<file path="src/rtl/bch_dec_synd_seq.sv">
// Sequential DEC BCH syndrome generator.
// Folds a captured codeword into S1 = c(alpha) and S3 = c(alpha^3) by Horner
// iteration, P_BITS_PER_CLK bits per clock, MSB first. The result is presented
// with the pass-through data on a valid/ready output.
module bch_dec_synd_seq #(
    parameter  int P_D_WIDTH      = 16,
    parameter  int P_BITS_PER_CLK = 1,
    // Smallest field order m in 5..8 with 2^m-1 >= P_D_WIDTH+2m
    localparam int M = (P_D_WIDTH + 10 <= 31)  ? 5 :
                       (P_D_WIDTH + 12 <= 63)  ? 6 :
                       (P_D_WIDTH + 14 <= 127) ? 7 : 8,
    localparam int N = P_D_WIDTH + 2 * M
) (
    input  logic                 clk_i,
    input  logic                 rst_i,
    input  logic                 abort_i,
    input  logic                 in_vld_i,
    output logic                 in_rdy_o,
    input  logic [P_D_WIDTH-1:0] data_i,
    input  logic [2*M-1:0]       ecc_i,
    output logic                 out_vld_o,
    input  logic                 out_rdy_i,
    output logic [2*M-1:0]       syndromes_o,
    output logic [P_D_WIDTH-1:0] data_o,
    output logic                 err_det_o
);

    localparam int CNT_W = $clog2(N + 1);

    // Primitive polynomial low terms (x^m term implicit), alpha = x
    localparam logic [7:0] POLY_ALL = (M == 5) ? 8'h05 :
                                      (M == 6) ? 8'h03 :
                                      (M == 7) ? 8'h09 : 8'h1D;
    localparam logic [M-1:0] POLY = POLY_ALL[M-1:0];

    localparam logic [1:0] S_IDLE = 2'd0;
    localparam logic [1:0] S_CALC = 2'd1;
    localparam logic [1:0] S_DONE = 2'd2;

    // A codeword length that does not divide into whole chunks is a config error
    generate
        if (N % P_BITS_PER_CLK != 0) begin : g_bad_cfg
            $error("bch_dec_synd_seq: codeword length not a multiple of P_BITS_PER_CLK");
        end
    endgenerate

    // Multiply by alpha: shift up, reduce the overflowing x^m term
    function automatic logic [M-1:0] mul_a(input logic [M-1:0] x);
        return {x[M-2:0], 1'b0} ^ (x[M-1] ? POLY : '0);
    endfunction

    function automatic logic [M-1:0] mul_a3(input logic [M-1:0] x);
        return mul_a(mul_a(mul_a(x)));
    endfunction

    logic [1:0]           state_q;
    logic [N-1:0]         cw_q;
    logic [P_D_WIDTH-1:0] data_q;
    logic [M-1:0]         s1_q, s3_q;
    logic [M-1:0]         s1_nxt, s3_nxt;
    logic [CNT_W-1:0]     cnt_q;
    logic                 last_chunk;
    logic                 accept;

    assign in_rdy_o   = (state_q == S_IDLE) | ((state_q == S_DONE) & out_rdy_i);
    assign accept     = in_vld_i & in_rdy_o;
    assign last_chunk = (cnt_q == CNT_W'(N - P_BITS_PER_CLK));

    // Horner step over the next chunk; the chunk sits at the top of cw_q
    always_comb begin
        s1_nxt = s1_q;
        s3_nxt = s3_q;
        for (int k = 0; k < P_BITS_PER_CLK; k++) begin
            s1_nxt = mul_a(s1_nxt)  ^ {{(M-1){1'b0}}, cw_q[N-1-k]};
            s3_nxt = mul_a3(s3_nxt) ^ {{(M-1){1'b0}}, cw_q[N-1-k]};
        end
    end

    // Control FSM, datapath and registered outputs; abort outranks the handshake
    always_ff @(posedge clk_i) begin
        if (rst_i) begin
            state_q     <= S_IDLE;
            cw_q        <= '0;
            data_q      <= '0;
            s1_q        <= '0;
            s3_q        <= '0;
            cnt_q       <= '0;
            out_vld_o   <= 1'b0;
            syndromes_o <= '0;
            data_o      <= '0;
            err_det_o   <= 1'b0;
        end else if (abort_i) begin
            state_q   <= S_IDLE;
            out_vld_o <= 1'b0;
        end else begin
            case (state_q)
                S_IDLE, S_DONE: begin
                    if (state_q == S_DONE && out_rdy_i) begin
                        out_vld_o <= 1'b0;
                        state_q   <= S_IDLE;
                    end
                    if (accept) begin
                        cw_q    <= {data_i, ecc_i};
                        data_q  <= data_i;
                        s1_q    <= '0;
                        s3_q    <= '0;
                        cnt_q   <= '0;
                        state_q <= S_CALC;
                    end
                end
                S_CALC: begin
                    cw_q  <= cw_q << P_BITS_PER_CLK;
                    s1_q  <= s1_nxt;
                    s3_q  <= s3_nxt;
                    cnt_q <= cnt_q + CNT_W'(P_BITS_PER_CLK);
                    if (last_chunk) begin
                        state_q     <= S_DONE;
                        out_vld_o   <= 1'b1;
                        syndromes_o <= {s3_nxt, s1_nxt};
                        err_det_o   <= |{s3_nxt, s1_nxt};
                        data_o      <= data_q;
                    end
                end
                default: state_q <= S_IDLE;
            endcase
        end
    end

endmodule

</file>
<file path="config.mk">
export PLATFORM = sky130hd
export DESIGN_NAME = bch_dec_synd_seq
export DESIGN_NICKNAME = d
export VERILOG_FILES = /design/src/rtl/bch_dec_synd_seq.sv
export SDC_FILE = /design/constraint.sdc
export NUM_CORES = 1
export LEC_CHECK = 0
export CAP_MARGIN = 20
export CORE_MARGIN = 4
export CORE_UTILIZATION = 66
export CTS_BUF_LIST = sky130_fd_sc_hd__clkbuf_8
export DETAILED_ROUTE_END_ITERATION = 6
export DONT_BUFFER_PORTS = 1
export GPL_ROUTABILITY_DRIVEN = 0
export PLACE_DENSITY = 0.9
export SETUP_SLACK_MARGIN = 0.3
export SLEW_MARGIN = 40
export SYNTH_ARGS = -nofsm -noshare
export SYNTH_HDL_FRONTEND = slang
export SYNTH_SLANG_ARGS = --single-unit
</file>
<file path="constraint.sdc">
create_clock -name clk_i -period 1.8 [get_ports clk_i]
set_input_delay 0.09 -clock clk_i [delete_from_list [all_inputs] [get_ports clk_i]]
set_output_delay 0.09 -clock clk_i [all_outputs]
set_load 0.05 [all_outputs]
</file>
### Word-level counts from Yosys, hierarchy flattened

Cells that the tools add are included.

* flip-flop bits (word level): 87
* bits in latches: 0
* bits in writable memories: 0
* memory bits (read-only): 0
* output and inout port bits: 29
* memories kept: 0

* $add $sub $neg: 1
* multiply operators: 0
* divide/modulo/power cells: 0
* magnitude comparators: 0
* equality and inequality tests: 7
* shift-type cells: 0
* muxes and demuxes: 17
* bitwise logic cells: 10
* reductions and logical operators: 11

Operators by type and width (count)
* $pmux 26 s2: 1
* $pmux 5 s2: 3
* $mux 26: 1
* $xor 5x3->5: 4
* $mux 3: 4
* $reduce_and 3->1: 4
* $reduce_or 10->1: 1
* $xor 5x1->5: 2
* $mux 2: 3
* $ne 2x2->1 const B: 3
* $add 5x1->5 const B: 1
* $eq 5x5->1 const B: 1
* $mux 5: 1
* $pmux 2 s2: 1
* $reduce_or 2->1: 2
* $ne 3x3->1 const B: 1
* $and 1x1->1: 2
* $eq 2x1->1 const B: 1
* $eq 2x2->1 const B: 1
* $logic_not 2->1: 1
* $mux 1: 2
* $pmux 1 s2: 1
* $reduce_and 2->1: 1
* $reduce_bool 2->1: 1
* 3 further kinds: 3

### Logic depth before layout (Yosys ltp)

Gate-level depths: netlist (run 1).

* depth after elaboration: 8
* gate-level depth with buffers: 7

### Worst setup path after synthesis (run 1)

Ideal clock, no wire load.

* kind: reg2out
* from: register state_q[1]
* to: output in_rdy_o
* arrival: 1488 ps
* data required time: 1710 ps
* slack: 222 ps
* cell stages (with the launch flop): 5
* path through: dfxtp_1 -> nor2b_1 -> buf_2 -> buf_1 -> nor2_1

* longest elaborated chain between the ends: 3
* elaborated cells between the ends (all ways): 4

Ends and longest elaborated chain
* start, declared: RTL line 56 `logic [1:0] state_q;`
* start signal, assigned: RTL line 82 `state_q <= S_IDLE;`
* start signal, assigned: RTL line 93 `state_q <= S_IDLE;`
* start signal, assigned: RTL line 100 `state_q <= S_IDLE;`
* $eq 2x2->1: RTL line 65 `assign in_rdy_o = (state_q == S_IDLE) | ((state_q == S_DONE) & out_rdy_i);`
* $and 1x1->1: RTL line 65
* $or 1x1->1 (*): RTL line 65
* end, declared: RTL line 18 `output logic in_rdy_o,`

Mark *: on every way between the ends. The rest lies on a longest branch, timed or not.

### Worst setup path in the final report (run 1)

* from: register cnt_q[0]
* to: register data_o[2]

* longest elaborated chain between the ends: 2

Ends and longest elaborated chain
* start, declared: RTL line 61 `logic [CNT_W-1:0] cnt_q;`
* start signal, assigned: RTL line 115 `cnt_q <= cnt_q + CNT_W'(P_BITS_PER_CLK);`
* $eq 5x5->1: RTL line 67 `assign last_chunk = (cnt_q == CNT_W'(N - P_BITS_PER_CLK));`
* $reduce_and 3->1 (no source line)
* end signal, assigned: RTL line 121 `data_o <= data_q;`
* end, declared: RTL line 24 `output logic [P_D_WIDTH-1:0] data_o,`

No other way between the ends.
A chain may end at the register's enable or synchronous reset.

==> impl_metrics.toml, run 1 <==
[die]
die_x_um = 85.3
io_pins = 60
die_area_um2 = 7280
die-height_um = 85.3
core_area_um2 = 5640
row_count = 27
start_util_pct = 70.0

[drt]
finalWirelength_um = 12900
drt_iter0_markers = 589
firstDrtPassIters = 7
viasPerCell = 7.56
drc = 5
wire_per_inst_um = 24.6
ant_nets = 0
via_count = 3967

[final_layout]
drive_gt1_share_pct = 23.8
layout.cells.non_filler = 525
final_core_util_pct = 85.5
final_nets = 481
nFillCells = 275
area_growth_pct = 22.3
fin_area_um2 = 4830
antennaDiodeCount = 0

[sta]
hold_viol = 76
tightest_slew_ns = 0.555
drv_slew = 0
rsz0062_at_grt = "true"
timing.slew.headroom_pct = 62.8
fmax_ghz = 0.642
tns_ns = 0
finClkSkew_ns = 0.0103
finalCriticalPeriod_ns = 1.56
fin_crit_sh_pct = 86.5
setup_violations = 0
whs_ns = -0.207

[global_routing]
grt_start_max_net_pins = 79
met1_usage_pct = 37.6
grt_pass1_vias = 3796
grtUsageMet3_pct = 9.61
grt_pass1_wl_um = 18500
top_usage_layer = "met2"
grt_usage_pct = 31.8
grt_antenna_before_repair = 0
grt_util_met2_pct = 50.2
grt-ovfl-total = 0

[yosys]
synth_top_family_by_area = "compound AO/OA/AOI/OAI gates"
netlist_area_um2 = 3950
synthTopCellsByCount = "dfxtp_1 (87), a21oi_1 (54), a211oi_1 (35), clkbuf_1 (30), a311oi_1 (26)"
synthCells = 429
avgSynthCellArea_um2 = 9.20
async_flop_share_pct = 0
synth_xor_area_share_pct = 1.55
synth_mux_area_share_pct = 6.34
synth_edf_count = 0
synth_warnings = 0
yosysTopAreaCell = "dfxtp_1"
synth_compound_area_share_pct = 28.9
synthAdderAreaFrac_pct = 0.634
yosys.area_share.simple_pct = 11.0
yosys.cell_types.count = 41
ys_seq_area_share_pct = 44.1
synthTopCellsByArea = "dfxtp_1 (44%), a21oi_1 (6.8%), a211oi_1 (6.7%)"
yosysTopAreaCellShare_pct = 44.1
synth.net_count = 462
synth_most_common_cell = "dfxtp_1"
synth_ff_type = "dfxtp_1"
ys_seq_elements = 87

[worst_setup_path]
cp-end-kind = "flip-flop"
slowest_delay_ns = 0.40
r2r_end = "data_o[2]"
critPathBufInv = 2
cp_slowest_cell = "dfxtp_2"
path_cells = "ha_1, and4b_2, buf_12, clkbuf_16, nand3_1, a21oi_1"
path_max_fanout = 13
r2r-start = "cnt_q[0]"
crit_required_ns = 2.09
cp_top_family = "simple AND/OR/NAND/NOR gates"
cp_data_arrival_time_ns = 1.85
cp-start-kind = "flip-flop"
regToRegSetupSlack_ns = 0.24
worst-setup-path-type = "flip-flop to flip-flop"
r2r_cells = 6

[cts]
root_buffer = "clkbuf_8"
cts_tree = "done"
holdBufCountCts = 2
cts_htree_levels = 3
clkSinkCount = 87
cts.path.max_buffers = 2
cts_made_buffers = 9
clk_pin_slew_ns = 0.09
clkLatencyLatePin_ns = 0.37

[placement]
place_inst = 490
place_area_um2 = 4180
port_buffers = 0
post-dp-hpwl_um = 6310

[run]
maxCapViolations = 0

[worst_hold_path]
min_path_type = "input port to flip-flop"
hp-start = "rst_i"
hold_depth = 1
min_to = "cw_q[5]"

[power_and_ir_drop]
p_comb_share_pct = 10.4
power.switching_mw = 1.01
p_leak_nw = 1.78
power_frac_clock_pct = 36.9
switching_share_pct = 26.1
power.density_nw_per_um2 = 804
power.internal_mw = 2.87
pwr-share-seq_pct = 52.7
peakVddDrop_uv = 646

[outcome]
violations = "DRC, hold timing"
status = "finished with violations"
## routing by layer
metal	share of wire (%)	vias up	wire length [um]
met1	36	1859	4670
li1	-	1684	-
met3	11	94	1440
met5	0	-	0
met4	6.8	0	879
met2	46	330	5910
## stage by stage
step	setup WS (ns)	hold WS (ns)	power, mW
after floorplan	0.343	0.240	2.36
after global placement	0.00326	0.166	2.37
after detailed placement	0.0195	0.168	2.40
after CTS	0.302	-0.227	3.82
after global routing	0.213	-0.231	3.99
final	0.242	-0.207	3.88
## timing repair
action / 4_1_cts / 5_1_grt
gates resized for setup: 19 / 41
setup endpoints to repair: 39 / 63
pin swaps: 1 / 16
hold endpoints to repair: 79 / 76
buffers inserted: 8 / 3
cloned: 3 / 3
## worst max path at each step
| stage | startpoint | to | slack (ns) | depth (start not counted) |
|---|---|---|---|---|
| 5_1_grt | state_q[1] | cw_q[7] | 0.21 | 6 |
| 6_report | cnt_q[0] | data_o[2] | 0.24 | 6 |
| 3_3_place_gp | state_q[1] | cnt_q[0] | 0.003 | 3 |
| 2_1_floorplan | state_q[0] | s3_q[4] | 0.34 | 6 |
| 3_5_place_dp | state_q[1] | cw_q[12] | 0.02 | 6 |
| 4_1_cts | state_q[1] | cnt_q[3] | 0.30 | 4 |
## layout make-up
| type | count | area (um^2) | area share [%] |
|---|---|---|---|
| Sequential cell | 87 | 1750 | 36.2 |
| Inverter | 6 | 22.5 | 0.467 |
| Multi-Input combinational cell | 280 | 2010 | 41.6 |
| Timing Repair Buffer | 64 | 749 | 15.5 |
| Clock buffer | 10 | 138 | 2.85 |
| Clock inverter | 6 | 68.8 | 1.43 |
| Tap cell | 72 | 90.1 | 1.87 |
## cells by family (layout without fill, tap and decap cells)
logic type,after synthesis,in the layout
compound gates,170,170
mux,25,25
flops,87,87
fa+ha+maj,2,2
simple gates,76,76
buf+inv,62,86
xor+xnor,7,7
## power by group through the flow
stage | Sequential, mW | Combinational (mW) | Clock, mW
after floorplan | 2.06 | 0.292 | 0
after global placement | 2.08 | 0.296 | 0
after detailed placement | 2.08 | 0.318 | 0
after CTS | 2.04 | 0.363 | 1.42
after global routing | 2.05 | 0.428 | 1.51
final | 2.04 | 0.403 | 1.43
## flip-flops by register name (all words and copies together), names as in the netlist, 2 cells and up
register     count
state_q          2
data_o          16
s1_q             5
cnt_q            5
cw_q            26
data_q          16
syndromes_o     10
s3_q             5
## placed cells by master (no fill, tap or decap), types with 10 or more instances in the layout
master / n
dfxtp_1: 83
a21oi_1: 50
buf_4: 40
a211oi_1: 32
mux2i_1: 25
a311oi_1: 24
nand3_1: 21
nand4_1: 19
o31ai_1: 16
o21ai_1: 11
clkbuf_8: 10
No activity file was read; power rests on OpenSTA's default activity.
==> run 2, diff against run 1 <==
==> constraint.sdc (replaced) <==
create_clock -name clk_i -period 1.8 [get_ports clk_i]
set_input_delay 0.09 -clock clk_i [delete_from_list [all_inputs] [get_ports clk_i]]
set_output_delay 0.09 -clock clk_i [all_outputs]
set_load 0.1 [all_outputs]
==> run 2 against run 1 <==
The flow finishes with violations (hold timing); hold slack got worse by 0.0065 ns; critical path depth increased by 1; via count decreased by 0.60%; setup slack got worse by 0.073 ns; highest routed layer unchanged; largest cell class unchanged; utilization decreased by 0.67 points; routed wire length increased by 2.3%; total power increased by 2.8%.
==> impl_metrics.toml, run 2 (synthesized netlist as in run 1, its figures left out) <==
[sta]
hold_viol = 77
whs_ns = -0.213
drv_slew = 0
finalCriticalPeriod_ns = 1.63
fmax_ghz = 0.613
fin_ws_ns = 0.169
tightest_slew_ns = 0.722
rsz0062_at_grt = "true"
timing.slew.headroom_pct = 51.7
finClkSkew_ns = 0.0128
fin_crit_sh_pct = 90.6
setup_violations = 0

[worst_setup_path]
crit_top_cell = "buf_4"
cp_slowest_cell = "dfxtp_4"
cp_data_arrival_time_ns = 1.90
cp-start-kind = "flip-flop"
crit_required_ns = 2.07
worst-setup-path-type = "flip-flop to flip-flop"
cp-end-kind = "flip-flop"
r2r-start = "state_q[1]"
path_cells = "buf_4, nor3b_4, buf_4, buf_4, clkbuf_16, nor2_1, a211oi_1"
critical_path.endpoint = "s1_q[2]"
startpoint = "state_q[1]"
regToRegSetupSlack_ns = 0.17
path_max_fanout = 19
slowest_delay_ns = 0.38
r2r_end = "s1_q[2]"
r2r_cells = 7

[global_routing]
grtUsageMet3_pct = 8.45
grt_util_met2_pct = 51.1
grt_pass1_vias = 3630
top_usage_layer = "met2"
grt_start_max_net_pins = 79
grt-ovfl-total = 0
grt_usage_pct = 31.7
met1_usage_pct = 38.9
grt_pass1_wl_um = 18400
grt_antenna_before_repair = 0

[final_layout]
area_growth_pct = 21.3
top_register = "cw_q"
final_cell_mix = "dfxtp_1 (84), a21oi_1 (52), buf_4 (42)"
final_core_util_pct = 84.9
fin_area_um2 = 4790
drive_gt1_share_pct = 24.2
final_common_cell = "dfxtp_1"
nFillCells = 268
reg_top3 = "cw_q (26), data_o (16), data_q (16)"
largest_reg_flops = 26
antennaDiodeCount = 0
final_nets = 478
multi_input_area_um2 = 2090
ff_latch_area_um2 = 1750

[drt]
firstDrtPassIters = 7
ant_nets = 0
drt_iter0_markers = 671
via_count = 3943
wire_per_inst_um = 25.3
drc = 0
viasPerCell = 7.55
finalWirelength_um = 13200

[power_and_ir_drop]
power_mw = 3.99
peakVddDrop_uv = 553
p_leak_nw = 1.74
power.density_nw_per_um2 = 833

[placement]
post-dp-hpwl_um = 6090
dp_slack_ns = -0.0403
place_area_um2 = 4180
port_buffers = 0

[cts]
clkLatencyLatePin_ns = 0.36
clk_pin_slew_ns = 0.09
cts_htree_levels = 3
root_buffer = "clkbuf_8"
cts_made_buffers = 9
clkSinkCount = 87
cts_tree = "done"
cts.path.max_buffers = 2

[die]
die_x_um = 85.3
die_area_um2 = 7280
core_area_um2 = 5640
io_pins = 60
row_count = 27
die-height_um = 85.3
start_util_pct = 70.0

[outcome]
status = "finished with violations"
violations = "hold timing"

[run]
maxCapViolations = 0

[worst_hold_path]
min_path_type = "input port to flip-flop"
## run 2: changes by cell type in the layout (fill, tap and decap cells not counted), moves of 4 or more
cell | before | now
o21ai_2 | 5 | 0
a211oi_1 | 32 | 28
a311oi_1 | 24 | 15
a311oi_2 | 2 | 10
o21ai_0 | 9 | 17
a211oi_2 | 4 | 8
## run 2: layout make-up
| class | instances | area share [%] |
|---|---|---|
| multi-input combinational | 280 | 43.6 |
| sequential | 87 | 36.6 |
| timing repair buffer | 61 | 13.0 |
| clock buffer | 9 | 2.59 |
| clock inverter | 7 | 1.88 |
| tap | 72 | 1.88 |
| inverter | 6 | 0.470 |
## run 2: repair_timing
action | in CTS | in global routing
resized for setup | 12 | 42
cloned | 1 | 1
pin swaps | 1 | 3
hold buffers | 1 | 1
endpoints found under the setup margin | 65 | 55
endpoints found under the hold margin | 83 | 77
setup buffers | 7 | 5
## run 2: how the worst min path moves through the flow
stage | cells past startpoint | from | slack (ns) | end
floorplan | 2 | data_i[0] | 0.24 | data_q[0]
global placement | 1 | rst_i | 0.17 | cnt_q[1]
detailed placement | 1 | rst_i | 0.17 | syndromes_o[1]
CTS | 1 | rst_i | -0.21 | cnt_q[1]
global route | 1 | rst_i | -0.24 | cw_q[25]
finish | 1 | rst_i | -0.21 | syndromes_o[5]
## run 2: critical path: cells and delay by family, from the launching register on
family / cells / cell delay [ns]
flops: 1 / 0.38
simple gates: 2 / 0.25
buf+inv: 4 / 0.68
compound gates: 1 / 0.22
## run 2: metrics by stage
step / setup TNS [ns] / cells
4_1_cts: 0 / 515
3_5_place_dp: -0.281 / 490
3_3_place_gp: 0 / 488
5_1_grt: 0 / 522
6_report: 0 / 522
2_1_floorplan: 0 / 429
## run 2: routing by layer
layer	share of wire, %	vias up
met4	6.0	0
met3	10	94
li1	-	1680
met2	47	314
met5	0	-
met1	37	1855
## run 2: power by group
group	total, mW	internal, mW	leakage (nW)	switching [mW]
combinational	0.423	0.188	0.930	0.235
clock	1.51	0.772	0.104	0.742
sequential	2.05	1.99	0.710	0.0576
total	3.99	2.95	1.74	1.03
==> run 3, diff against run 2 <==
- ABC_AREA: default -> 1
- CAP_MARGIN: 20 -> default
- CORE_UTILIZATION: 66 -> 65
- PLACE_DENSITY: 0.9 -> 0.89
==> run 3 against run 2 <==
The flow now finishes without violations; hold slack better by 0.25 ns; setup slack better by 0.16 ns; utilization is 2.7 points lower; via count is 5.2% lower; critical path type unchanged; highest routed layer unchanged.
==> impl_metrics.toml, run 3 <==
[die]
io_pins = 60
die-height_um = 84.1
row_count = 27
die_x_um = 84.1
start_util_pct = 67.6
die_area_um2 = 7080
core_area_um2 = 5570

[worst_setup_path]
r2r-start = "state_q[1]"
worst-setup-path-type = "flip-flop to flip-flop"
cp-end-kind = "flip-flop"
crit_required_ns = 2.05
startpoint = "state_q[1]"
cp_data_arrival_time_ns = 1.73
path_max_fanout = 21
cp-start-kind = "flip-flop"

[power_and_ir_drop]
peakVddDrop_uv = 822
p_leak_nw = 2.01
switching_share_pct = 27.7
p_comb_share_pct = 11.0
power.switching_mw = 1.10
pwr-share-seq_pct = 52.1
power.density_nw_per_um2 = 866
power_mw = 3.96
power_frac_clock_pct = 36.9
power.internal_mw = 2.87

[drt]
drc = 0
firstDrtPassIters = 5
wire_per_inst_um = 16.0
viasPerCell = 5.70
finalWirelength_um = 10500
via_count = 3739
drt_iter0_markers = 354
ant_nets = 0

[final_layout]
final_cell_mix = "nand2_1 (118), nor2_1 (111), dfxtp_1 (83)"
top_register = "cw_q"
ff_latch_area_um2 = 1750
final_common_cell = "nand2_1"
antennaDiodeCount = 0
area_growth_pct = 21.5
nFillCells = 342
final_core_util_pct = 82.2
multi_input_area_um2 = 1780
drive_gt1_share_pct = 14.6
final_nets = 612
largest_reg_flops = 26
reg_top3 = "cw_q (26), data_o (16), data_q (16)"

[sta]
finalCriticalPeriod_ns = 1.47
rsz0062_at_grt = "true"
fmax_ghz = 0.679
whs_ns = 0.0318
timing.slew.headroom_pct = 55.6
hold_viol = 0
fin_crit_sh_pct = 81.8
drv_slew = 0
finClkSkew_ns = 0.00946
tns_ns = 0
tightest_slew_ns = 0.663
setup_violations = 0

[yosys]
yosysTopAreaCellShare_pct = 46.2
synthTopCellsByArea = "dfxtp_1 (46%), nand2_1 (12%), nor2_1 (11%)"
synth_edf_count = 0
synth_most_common_cell = "nand2_1"
synth_ff_type = "dfxtp_1"
ys_seq_area_share_pct = 46.2
yosysTopAreaCell = "dfxtp_1"
synth.net_count = 559
synth_warnings = 0
avgSynthCellArea_um2 = 7.16
async_flop_share_pct = 0
netlist_area_um2 = 3770
synthTopCellsByCount = "nand2_1 (118), nor2_1 (112), dfxtp_1 (87), o21ai_0 (51), a21oi_1 (36)"
ys_seq_elements = 87
synthCells = 526
yosys.cell_types.count = 26

[cts]
cts_htree_levels = 3
clkLatencyLatePin_ns = 0.37
cts_tree = "done"
root_buffer = "clkbuf_8"
clk_pin_slew_ns = 0.09
cts.path.max_buffers = 2
cts_made_buffers = 9
clkSinkCount = 87

[placement]
post-dp-hpwl_um = 5600
port_buffers = 0

[run]
maxCapViolations = 0

[global_routing]
grt_pass1_vias = 3467
grt_usage_pct = 27.7
grt-ovfl-total = 0
grt_pass1_wl_um = 16000
grt_antenna_before_repair = 0
grt_start_max_net_pins = 66

[worst_hold_path]
hp-start = "out_rdy_i"
min_path_type = "input port to flip-flop"

[outcome]
status = "finished clean"
-- run 3: changes by cell type after synthesis, sizes merged, moves of 14 or more --
cell / previous run / this run
nand2: 7 / 123
a311oi: 26 / 0
mux2i: 25 / 0
a21oi: 54 / 36
nor2: 7 / 116
nand4: 19 / 5
clkbuf: 30 / 7
a211oi: 36 / 0
o21ai: 25 / 68
o31ai: 18 / 0
inv: 5 / 36
-- run 3: cell type report --
type | count | area share [%]
Clock buffer | 10 | 3.00
Clock inverter | 6 | 1.64
Inverter | 36 | 3.06
Multi-Input combinational cell | 376 | 38.8
Sequential cell | 87 | 38.2
Tap cell | 72 | 1.97
Timing Repair Buffer | 69 | 13.4
-- run 3: repair_timing --
action | in CTS | in global routing
pin swaps | 1 | 5
setup buffers | 0 | 6
gates cloned | 1 | 3
hold endpoints to repair | 59 | 16
hold buffers | 26 | 2
resized for setup | 3 | 16
setup endpoints to repair | 41 | 78
-- run 3: power groups by stage --
stage | Sequential (mW) | Clock (mW) | Combinational, mW
floorplan | 2.09 | 0 | 0.288
global placement | 2.10 | 0 | 0.307
detailed placement | 2.10 | 0 | 0.321
CTS | 2.06 | 1.45 | 0.383
global route | 2.07 | 1.56 | 0.483
finish | 2.06 | 1.46 | 0.437
-- run 3: path summary, 6_finish.rpt --
check	to	slack, ns	cells after the start
max reg2reg	cw_q[23]	0.33	6
min	state_q[1]	0.03	3
max	cw_q[23]	0.33	6
min reg2reg	data_q[5]	0.45	2
-- run 3: routing by layer --
| metal | global-route usage, % | vias to the layer above | part of all wire, % |
|---|---|---|---|
| li1 | - | 1778 | - |
| met1 | 33.8 | 1710 | 39 |
| met2 | 47.1 | 203 | 49 |
| met3 | 5.10 | 48 | 8.5 |
| met4 | 13.0 | 0 | 3.8 |
| met5 | 0 | - | 0 |
-- run 3: critical path: stages (launching register included) --
cell and delay, ns:
dfxtp_2 0.43, nand2_2 0.10, nand4_4 0.19, nand2_8 0.12
buf_8 0.18, o21ai_0 0.25, nor2_1 0.09
-- run 3: kinds of logic after synthesis --
group / Yosys count / share of synthesized area (%)
simple gates: 263 / 29.4
compound gates: 104 / 13.8
flops: 87 / 46.2
buf+inv: 67 / 9.23
xor+xnor: 3 / 0.697
fa+ha+maj: 2 / 0.664
-- run 3: through the flow --
stage	setup slack (ns)	std cells	instance area, um^2
after CTS	0.271	645	4420
final	0.328	656	4580
after floorplan	0.430	526	3780
after global placement	0.267	602	3930
after global routing	0.273	656	4580
after detailed placement	0.200	602	3930
